$ cat config.mk
export PLATFORM = sky130hd
export DESIGN_NAME = assoc_cache
export DESIGN_NICKNAME = d
export VERILOG_FILES = /design/src/rtl/assoc_cache.sv
export SDC_FILE = /design/constraint.sdc
export NUM_CORES = 1
export LEC_CHECK = 0
export ABC_AREA = 1
export CORE_MARGIN = 4
export CORE_UTILIZATION = 45
export DETAILED_ROUTE_END_ITERATION = 12
export GPL_TIMING_DRIVEN = 0
export SYNTH_ARGS = -nofsm -noshare
export SYNTH_HDL_FRONTEND = slang
export SYNTH_SLANG_ARGS = --single-unit
$ cat constraint.sdc
create_clock -name CLK -period 3 [get_ports CLK]
set_input_delay 0.6 -clock CLK [delete_from_list [all_inputs] [get_ports CLK]]
set_output_delay 0.6 -clock CLK [all_outputs]
set_load 0.05 [all_outputs]
$ cat src/rtl/assoc_cache.sv
// assoc_cache: N-way set-associative, write-through data cache with a
// blocking miss/store controller in front of a variable-latency memory.
//
// Ports:
//   CLK, RST        clock (rising edge), asynchronous active-low reset
//   Req, WE, A, WD  memory-stage access: valid, byte enables (0 = load),
//                   byte address, store data
//   Flush           pulse to invalidate every line
//   RD, Hit         load data / load hit this cycle
//   Stall           hold the pipeline; requester keeps Req/WE/A/WD stable
//   MemReq, MemWE, MemA, MemWD   request to backing memory (MemWE 0 = read)
//   MemRD, MemAck   backing memory read data and completion strobe
//
// Loads that hit are served combinationally from the IDLE lookup. Read
// misses fill the victim way; stores always write through and only update
// the array when they hit (no write-allocate).
module assoc_cache #(
    parameter int DATA_WIDTH    = 32,
    parameter int ADDRESS_WIDTH = 17,
    parameter int SETS          = 8,
    parameter int WAYS          = 2
) (
    input  logic                     CLK,
    input  logic                     RST,
    input  logic                     Req,
    input  logic [DATA_WIDTH/8-1:0]  WE,
    input  logic [ADDRESS_WIDTH-1:0] A,
    input  logic [DATA_WIDTH-1:0]    WD,
    input  logic                     Flush,
    output logic [DATA_WIDTH-1:0]    RD,
    output logic                     Hit,
    output logic                     Stall,
    output logic                     MemReq,
    output logic [DATA_WIDTH/8-1:0]  MemWE,
    output logic [ADDRESS_WIDTH-1:0] MemA,
    output logic [DATA_WIDTH-1:0]    MemWD,
    input  logic [DATA_WIDTH-1:0]    MemRD,
    input  logic                     MemAck
);
    localparam int IDX = $clog2(SETS);
    localparam int TAG = ADDRESS_WIDTH - 2 - IDX;
    localparam int BW  = DATA_WIDTH / 8;
    localparam int WW  = (WAYS > 1) ? $clog2(WAYS) : 1;
    localparam int WA  = ADDRESS_WIDTH - 2;
    localparam logic [WW-1:0] LAST_WAY = WW'(WAYS - 1);

    typedef enum logic [1:0] {IDLE, RMISS, WTHRU, DONE} state_t;
    state_t state, state_next;

    logic                  valid [SETS][WAYS];
    logic [TAG-1:0]        tags  [SETS][WAYS];
    logic [DATA_WIDTH-1:0] data  [SETS][WAYS];
    logic [WW-1:0]         rr    [SETS];

    // Transaction registers captured when a miss or store is accepted.
    logic [WA-1:0]         addr_q;
    logic [BW-1:0]         we_q;
    logic [DATA_WIDTH-1:0] wd_q;
    logic [DATA_WIDTH-1:0] rd_q;
    logic [WW-1:0]         way_q;
    logic                  store_hit_q;
    logic                  use_rr_q;
    logic                  flush_pend;

    logic [IDX-1:0]        idx, idx_q;
    logic [TAG-1:0]        tag, tag_q;
    logic                  is_load;
    logic                  hit_any, has_inv;
    logic [WW-1:0]         hit_way, inv_way, victim;
    logic [DATA_WIDTH-1:0] hit_data;
    logic                  unused_addr_bits;

    assign idx              = A[2 +: IDX];
    assign tag              = A[ADDRESS_WIDTH-1 -: TAG];
    assign idx_q            = addr_q[IDX-1:0];
    assign tag_q            = addr_q[WA-1 -: TAG];
    assign is_load          = (WE == '0);
    assign unused_addr_bits = ^A[1:0];

    // Tag compare across the ways of the addressed set. Scanning from the
    // top down leaves the lowest-index invalid way in inv_way.
    always_comb begin
        hit_any  = 1'b0;
        hit_way  = '0;
        hit_data = '0;
        has_inv  = 1'b0;
        inv_way  = '0;
        for (int w = WAYS - 1; w >= 0; w--) begin
            if (valid[idx][w] && (tags[idx][w] == tag)) begin
                hit_any  = 1'b1;
                hit_way  = WW'(w);
                hit_data = data[idx][w];
            end
            if (!valid[idx][w]) begin
                has_inv = 1'b1;
                inv_way = WW'(w);
            end
        end
    end

    assign victim = has_inv ? inv_way : rr[idx];

    always_comb begin
        state_next = state;
        Stall      = 1'b0;
        Hit        = 1'b0;
        RD         = '0;
        case (state)
            IDLE: begin
                if (Req) begin
                    if (!is_load)      state_next = WTHRU;
                    else if (!hit_any) state_next = RMISS;
                    Stall = !is_load || !hit_any;
                    Hit   = is_load && hit_any;
                    RD    = (is_load && hit_any) ? hit_data : '0;
                end
            end
            RMISS, WTHRU: begin
                Stall = 1'b1;
                if (MemAck) state_next = DONE;
            end
            DONE: begin
                state_next = IDLE;
                RD         = rd_q;
            end
            default: state_next = IDLE;
        endcase
        // Outputs read as idle while reset is held, even with Req still high.
        if (!RST) begin
            Stall = 1'b0;
            Hit   = 1'b0;
            RD    = '0;
        end
    end

    // Memory-side outputs decode straight from the state register so they
    // never glitch on requester inputs and drop the instant reset hits.
    assign MemReq = (state == RMISS) || (state == WTHRU);
    assign MemWE  = (state == WTHRU) ? we_q : '0;
    assign MemA   = MemReq ? {addr_q, 2'b00} : '0;
    assign MemWD  = (state == WTHRU) ? wd_q : '0;

    always_ff @(posedge CLK or negedge RST) begin
        if (!RST) begin
            state       <= IDLE;
            flush_pend  <= 1'b0;
            addr_q      <= '0;
            we_q        <= '0;
            wd_q        <= '0;
            rd_q        <= '0;
            way_q       <= '0;
            store_hit_q <= 1'b0;
            use_rr_q    <= 1'b0;
            for (int s = 0; s < SETS; s++) begin
                rr[s] <= '0;
                for (int w = 0; w < WAYS; w++) valid[s][w] <= 1'b0;
            end
        end else begin
            state <= state_next;
            case (state)
                IDLE: begin
                    // A same-cycle hit has already been served from the
                    // pre-flush contents; a same-cycle miss refills later.
                    if (Flush) begin
                        for (int s = 0; s < SETS; s++)
                            for (int w = 0; w < WAYS; w++) valid[s][w] <= 1'b0;
                    end
                    if (Req && (!is_load || !hit_any)) begin
                        addr_q      <= A[ADDRESS_WIDTH-1:2];
                        we_q        <= WE;
                        wd_q        <= WD;
                        way_q       <= is_load ? victim : hit_way;
                        store_hit_q <= !is_load && hit_any;
                        use_rr_q    <= is_load && !has_inv;
                    end
                end
                RMISS: begin
                    if (Flush) flush_pend <= 1'b1;
                    if (MemAck) begin
                        valid[idx_q][way_q] <= 1'b1;
                        rd_q                <= MemRD;
                        if (use_rr_q)
                            rr[idx_q] <= (way_q == LAST_WAY) ? '0 : way_q + WW'(1);
                    end
                end
                WTHRU: begin
                    if (Flush) flush_pend <= 1'b1;
                    if (MemAck) rd_q <= '0;
                end
                DONE: begin
                    // Deferred flush lands here so it also drops the fill
                    // that just completed.
                    if (flush_pend || Flush) begin
                        for (int s = 0; s < SETS; s++)
                            for (int w = 0; w < WAYS; w++) valid[s][w] <= 1'b0;
                    end
                    flush_pend <= 1'b0;
                end
                default: ;
            endcase
        end
    end

    // Tag and data arrays carry no reset; valid bits qualify every read.
    always_ff @(posedge CLK) begin
        if ((state == RMISS) && MemAck) begin
            tags[idx_q][way_q] <= tag_q;
            data[idx_q][way_q] <= MemRD;
        end
        if ((state == WTHRU) && MemAck && store_hit_q) begin
            for (int b = 0; b < BW; b++)
                if (we_q[b]) data[idx_q][way_q][8*b +: 8] <= wd_q[8*b +: 8];
        end
    end

endmodule

==> results of run 1 <==
-- cells by family (layout without fill, tap and decap cells) --
group	count (synthesis)	in the layout	synth area share, %
compound gates	657	657	10.4
other cells	1	2	0.0105
simple gates	1349	1349	15.3
buf+inv	606	1033	6.75
fa+ha+maj	4	4	0.141
flops	817	817	67.4
-- metrics by stage --
step                hold slack, ns  instance area (um^2)   TNS, ns  cells
floorplan                    0.304                 36000     -3.77   3435
finish                     0.00252                 44800    -24.67   4902
global route                0.0205                 44800    -27.50   4902
global placement             0.472                 39100  -1911.11   4646
CTS                       0.000501                 43700   -497.05   4847
detailed placement           0.483                 39200  -1215.89   4653
-- state kept, by name, indices dropped and copies added, names as in the netlist --
signal	cells
addr_q	15
data	512
flush_pend	1
rd_q	32
rr	8
state	2
store_hit_q	1
tags	192
use_rr_q	1
valid	16
way_q	1
wd_q	32
we_q	4
-- synthesized netlist by cell type --
cell      instances
conb_1            1
o22ai_1          33
inv_2             3
nand4_1          33
and2_1            1
nor2_2            2
o21ai_0         458
nor3_1           14
inv_1           396
dfrtp_1         113
o21ai_1          10
nor2_1          440
nand2_1         671
buf_2            33
o31ai_1           1
o221ai_1         96
nor4_1            1
nor3b_1           1
nand3_2           1
a21oi_4           1
o211ai_1          3
buf_1             9
ha_1              4
buf_4            10
clkbuf_1        149
nor2_4            1
buf_6             6
a211oi_1          1
nand2_2           1
a21oi_1          54
nand3_1         183
edfxtp_1        704
-- placed cells by master (no fill, tap or decap), types with 21 or more instances in the layout --
master,n
a21oi_1,21
a21oi_4,34
buf_12,22
buf_2,27
buf_4,75
buf_6,42
buf_8,28
clkbuf_1,88
clkbuf_16,97
clkbuf_2,75
clkdlybuf4s50_1,83
dfrtp_1,112
edfxtp_1,704
inv_1,393
nand2_1,587
nand2_2,57
nand2_4,28
nand3_1,120
nand3_2,41
nand3_4,23
nand4_1,33
nor2_1,358
nor2_2,62
nor2_4,23
o21ai_0,424
o21ai_1,40
o221ai_1,94
o22ai_1,33
-- layout make-up --
cell class | count | area share, %
sequential | 817 | 53.5
multi-input combinational | 2012 | 24.2
timing repair buffer | 268 | 6.26
clock buffer | 124 | 5.47
buffer | 204 | 3.40
inverter | 399 | 3.39
tap | 1040 | 2.90
clock inverter | 38 | 0.857
-- routing by layer --
metal	share of wire, %	track usage, %	up-vias
li1	-	-	12437
met1	42	41.5	13604
met2	46	44.9	1427
met3	9.7	4.96	198
met4	2.7	8.64	0
met5	0	0	-
-- path summary, 6_finish.rpt --
path | to | slack [ns] | cells after the start
max reg2reg | data[5][49]$_DFFE_PP_ | -0.03 | 5
min reg2reg | rr[5]$_DFFE_PN0P_ | 0.50 | 2
max in group asynchronous | rd_q[2]$_DFFE_PN0P_ | 2.14 | 3
max | RD[29] | -0.79 | 21
min in group CLK | rr[5]$_DFFE_PN0P_ | 0.50 | 2
min | rd_q[1]$_DFFE_PN0P_ | 0.003 | 2
-- what timing repair did --
item,CTS,global route
hold endpoints to repair,32,0
setup buffers,22,49
pin swaps,52,71
setup endpoints to repair,1337,1270
gates resized for setup,674,339
hold buffers,4,0
cloned,8,5
-- power by group through the flow --
stage / sequential (mW) / combinational [mW] / clock, mW
floorplan: 14.2 / 3.69 / 0
global route: 14.7 / 6.79 / 11.4
detailed placement: 14.8 / 5.99 / 0
global placement: 14.8 / 5.94 / 0
finish: 14.6 / 6.39 / 10.8
CTS: 14.6 / 6.13 / 10.9
==> summary.txt, run 1 <==
Worst setup path
  – Worst Setup SP: A[2]
  – Critical path class: in -> out
  – CP max stage delay: 0.19 ns
  – Worst Setup End Kind: output pin
  – Max FO, Critical Path: 7
  – Worst path required time: 2.40 ns
  – Critical-path cell list: buf_12, buf_12, buf_12, clkbuf_16, nor2_2, nor2_1, o21ai_1, nand3_1, nand3_2, nand2_2, nor2_4, nand3_4, nor2_4, buf_12, buf_8, buf_8, nand3_2, nand2_1, nand2_2, a21oi_4, buf_6
  – CP top delay family: buffers and inverters
  – Worst path bufs/invs: 8
  – Critical Path AT: 3.19 ns
  – Critical Path Slowest Stage Cell: buf_6
  – Crit start category: input pin
  – Reg-to-reg startpoint: addr_q[0]$_DFFE_PN0P_
  – Worst path most repeated cell: buf_12

Die
  – FP Rows: 102
  – # IOs: 178
  – DIE WIDTH: 289 um
  – Core box area: 0.0778 mm^2
  – Die area: 0.0836 mm^2
  – Chip height: 289 um
  – Initial core utilization: 45.7%

Detailed routing
  – WL/cell: 25.0 um
  – Drt via density: 5.64
  – DRT antenna net count: 0
  – Routed WL: 122 mm
  – First-pass DRT Iterations: 6
  – Via count: 27.7k
  – DRC violations left: 0
  – Drt initial violations: 3405

Clock tree
  – Clk_lat worst skew: 0.65 ns
  – TritonCTS clock tree: yes
  – # clock sinks: 817
  – Num CTS Buffers: 87
  – Clk root buf: clkbuf_16
  – Clock Tree Buf Depth: 3
  – H-tree level count: 3
  – Reg clk slew, reported paths: 0.06 ns

Run status
  – Failing checks: max-capacitance violations, max-slew violations, negative setup slack
  – Status: complete, but fails checks

Place
  – Place WS: -2.84 ns
  – Port bufs: 171
  – GPL Wtd Cong: 0.926
  – Post-detail-place hpwl: 84.5 mm

Logic synthesis
  – Sequential share of the synthesized area: 67.4%
  – Synth Cell Area: 0.0356 mm^2
  – Syn. warnings: 0
  – Post-synth top area share: 59.5%
  – Synth Register Bits: 817
  – Ranking of synthesized cells by area: edfxtp_1 (59%), dfrtp_1 (8.0%), nand2_1 (7.1%)
  – Synthesized area per cell: 10.4 um^2
  – Synth cell types: 32
  – Top cell type by total area after synthesis: edfxtp_1
  – Synth Instances: 3434

Pwr
  – Switching part of the total: 32.7%
  – Int Pwr: 21.4 mW
  – Static leakage: 17.6 nW
  – Power density over the cells: 711 mW/mm^2
  – Gate power share: 20.1%
  – Total power: 31.8 mW
  – Sequential share of power: 45.9%
  – Switching power of the nets: 10.4 mW
  – Clock Power Share: 34.0%
  – VDD IR-drop max: 0.593 mV

Global route
  – Largest net degree at the start of global routing: 85
  – Vias in the first global route: 25.8k
  – First-pass GRT wire length: 175 mm
  – Antenna violations before repair: 0
  – Grt total ovfl: 0
  – GR Util All Layers: 28.7%

Worst hold path
  – Hold Crit Class: in -> async

Layout
  – Layout overhead on the synthesized area: 26.0%
  – Share of cells above drive strength 1: 19.0%
  – Antenna Diode Count: 0
  – Core Util, Final: 57.6%
  – Multi-input logic area: 0.0109 mm^2
  – Fin nets: 3883
  – FF/Latch Area: 0.0240 mm^2
  – Filler Cells Inserted: 6598

STA
  – Hold Vio Cnt, Final: 0
  – Slew Limit Fails: 77
  – Final Cycle Share: 126%
  – Fin worst setup slack: -0.793 ns
  – Post-layout min period: 3.79 ns
  – Fmax: 264 MHz
  – Unrepaired setup endpoints after global routing: yes
  – # setup viols final: 55
  – Worst Skew: 0.0308 ns
  – Worst rel slew slack: -10.9%
  – Worst-Margin Slew: 1.66 ns

Job
  – Max-Cap Viols: 7
Note: power is estimated with default switching activity, not from simulation.
==> run 2, diff against run 1 <==
==> constraint.sdc (replaced) <==
create_clock -name CLK -period 3 [get_ports CLK]
set_input_delay 0.6 -clock CLK [delete_from_list [all_inputs] [get_ports CLK]]
set_output_delay 0.6 -clock CLK [all_outputs]
set_load 0.02 [all_outputs]
==> summary.txt, run 2 (same netlist as run 1, synthesis figures left out) <==
Run status
  – Status: complete, but fails checks
  – Failing checks: max-capacitance violations, max-slew violations, negative setup slack

Detailed routing
  – WL/cell: 24.6 um (-1.6%)
  – DRC violations left: 0 (unchanged)
  – Routed WL: 120 mm (-2.0%)
  – Drt via density: 5.62 (-0.44%)
  – First-pass DRT Iterations: 6 (unchanged)
  – Drt initial violations: 3421 (+0.47%)
  – Via count: 27.4k (-0.86%)
  – DRT antenna net count: 0 (unchanged)

STA
  – Final Cycle Share: 123% (-3.6 points)
  – Slew Limit Fails: 87 (+13%)
  – Fmax: 271 MHz (+2.9%)
  – Hold slack: 0.491 ns (+0.489 ns)
  – # setup viols final: 34 (-38%)
  – Worst-Margin Slew: 1.62 ns (-0.0454 ns)
  – Hold Vio Cnt, Final: 0 (unchanged)
  – Setup TNS: -20.23 ns (+4.45 ns)
  – Worst Skew: 0.0332 ns (+0.00237 ns)
  – Post-layout min period: 3.68 ns (-0.109 ns)
  – Unrepaired setup endpoints after global routing: yes
  – Fin worst setup slack: -0.685 ns (+0.109 ns)
  – Worst rel slew slack: -7.88% (+3.0 points)

Global route
  – GR Util All Layers: 28.3% (-0.42 points)
  – First-pass GRT wire length: 173 mm (-0.77%)
  – Antenna violations before repair: 2 (+2)
  – Vias in the first global route: 26.2k (+1.6%)
  – Largest net degree at the start of global routing: 74 (-13%)
  – Grt total ovfl: 0 (unchanged)

Clock tree
  – H-tree level count: 3 (unchanged)
  – Num CTS Buffers: 87 (unchanged)
  – Clock Tree Buf Depth: 3 (unchanged)
  – Clk root buf: clkbuf_16
  – Clk_lat worst skew: 0.65 ns (about the same)
  – # clock sinks: 817 (unchanged)
  – Reg clk slew, reported paths: 0.06 ns (about the same)
  – TritonCTS clock tree: yes

Worst setup path
  – Setup crit end: RD[1]
  – Crit start category: input pin
  – CP max stage delay: 0.26 ns (+0.07 ns)
  – Critical-path cell list: buf_12, buf_12, buf_12, buf_12, nor2_4, nor2_1, o21ai_1, nand3_2, nand3_2, nand2_1, nor2_1, nand3_2, nor2_4, buf_12, buf_8, buf_8, nand3_4, nand2_2, nand2_2, a21oi_4, buf_6
  – Critical Path Slowest Stage Cell: a21oi_4
  – Worst Setup SP: A[2]
  – CP top delay family: buffers and inverters
  – Worst path most repeated cell: buf_12
  – Worst path bufs/invs: 8 (unchanged)
  – Worst Setup End Kind: output pin
  – Crit Reg-Reg Endpoint: tags[7][10]$_DFFE_PP_
  – Critical path class: in -> out
  – Max FO, Critical Path: 7 (unchanged)
  – Critical Path AT: 3.08 ns (-0.11 ns)
  – R2r setup slk: 0.01 ns (+0.04 ns)
  – Reg2Reg Depth: 5 (unchanged)
  – Worst path required time: 2.40 ns (about the same)
  – Reg-to-reg startpoint: addr_q[0]$_DFFE_PN0P_
  – Crit path depth: 21 (unchanged)

Layout
  – Share of cells above drive strength 1: 17.2% (-1.8 points)
  – Max reg flops: 512 (unchanged)
  – Filler Cells Inserted: 6616 (+0.27%)
  – Antenna Diode Count: 0 (unchanged)
  – Most common cell after layout, fill and taps aside: edfxtp_1
  – Most frequent cells in the layout: edfxtp_1 (704), nand2_1 (599), o21ai_0 (432), inv_1 (393), nor2_1 (376)
  – Layout overhead on the synthesized area: 25.2%
  – Design area: 0.0445 mm^2 (-0.66%)
  – Layout Cells excl Fill: 4881 (-0.43%)
  – Fin nets: 3863 (-0.52%)
  – Largest registers: data (512), tags (192)
  – Most flops, register: data

Job
  – Max-Cap Viols: 8 (+1)

Worst hold path
  – Hold Crit Class: reg -> reg
  – Hold path startpoint: rr[2]$_DFFE_PN0P_

Die
  – FP Rows: 102 (unchanged)
  – Die area: 0.0836 mm^2 (unchanged)
  – Chip height: 289 um (unchanged)
  – Core box area: 0.0778 mm^2 (unchanged)
  – DIE WIDTH: 289 um (unchanged)
  – # IOs: 178 (unchanged)
  – Initial core utilization: 45.7% (unchanged)

Pwr
  – Static leakage: 17.9 nW (+1.7%)
  – Total power: 31.2 mW (-1.9%)
  – VDD IR-drop max: 0.455 mV (-23%)
  – Power density over the cells: 701 mW/mm^2 (-1.3%)

Place
  – Placed cells: 4658 (+0.11%)
  – DP Area: 0.0392 mm^2 (-0.12%)
  – GPL Wtd Cong: 0.908 (-2.0%)
  – Port bufs: 171 (unchanged)
  – Post-detail-place hpwl: 83.8 mm (-0.86%)
## run 2: repair_timing
item	in CTS	in global routing
cloned	5	3
endpoints found under the hold margin	43	0
buffers inserted	18	36
endpoints found under the setup margin	958	1067
hold buffers	2	0
pin swaps	26	92
gates resized for setup	530	316
## run 2: how the worst min path moves through the flow
stage	endpoint	slack (ns)	depth (start not counted)
2_1_floorplan	addr_q[0]$_DFFE_PN0P_	0.30	0
3_3_place_gp	store_hit_q$_DFFE_PN0P_	0.47	2
3_5_place_dp	store_hit_q$_DFFE_PN0P_	0.48	2
4_1_cts	wd_q[28]$_DFFE_PN0P_	0.49	3
5_1_grt	wd_q[28]$_DFFE_PN0P_	0.50	3
6_report	rr[2]$_DFFE_PN0P_	0.49	2
## run 2: where the power goes
part | leakage, nW | switching, mW | internal [mW] | total (mW)
registers | 7.82 | 1.11 | 13.5 | 14.6
logic | 8.63 | 3.93 | 1.73 | 5.65
clock network | 1.40 | 4.60 | 6.37 | 11.0
total | 17.9 | 9.64 | 21.6 | 31.2
## run 2: per-stage QoR
step	setup slack, ns	util (%)
5_1_grt	-0.778	57.2
4_1_cts	-0.649	55.7
6_report	-0.685	57.2
3_5_place_dp	-2.49	50.3
2_1_floorplan	-0.0224	-
3_3_place_gp	-6.76	50.0
## run 2: area by class of cell
cell class,instances,area [um^2],area share (%)
sequential,817,24000,53.8
timing repair buffer,248,2770,6.22
buffer,204,1510,3.38
multi-input combinational,2012,10600,23.7
clock inverter,42,480,1.08
clock buffer,119,2420,5.44
tap,1040,1300,2.92
inverter,399,1510,3.40
## run 2: worst min-delay path: cells and delay by family, from the launching register on
family / cells / cell delay, ns
compound gates: 1 / 0.07
flops: 1 / 0.33
simple gates: 1 / 0.06
## run 2: metal layers
layer,track usage (%),vias to the layer above,share of wire [%]
met5,0,-,0
met4,9.39,0,3.3
met3,4.15,234,7.6
met2,46.3,1303,48
met1,39.1,13492,41
li1,-,12398,-
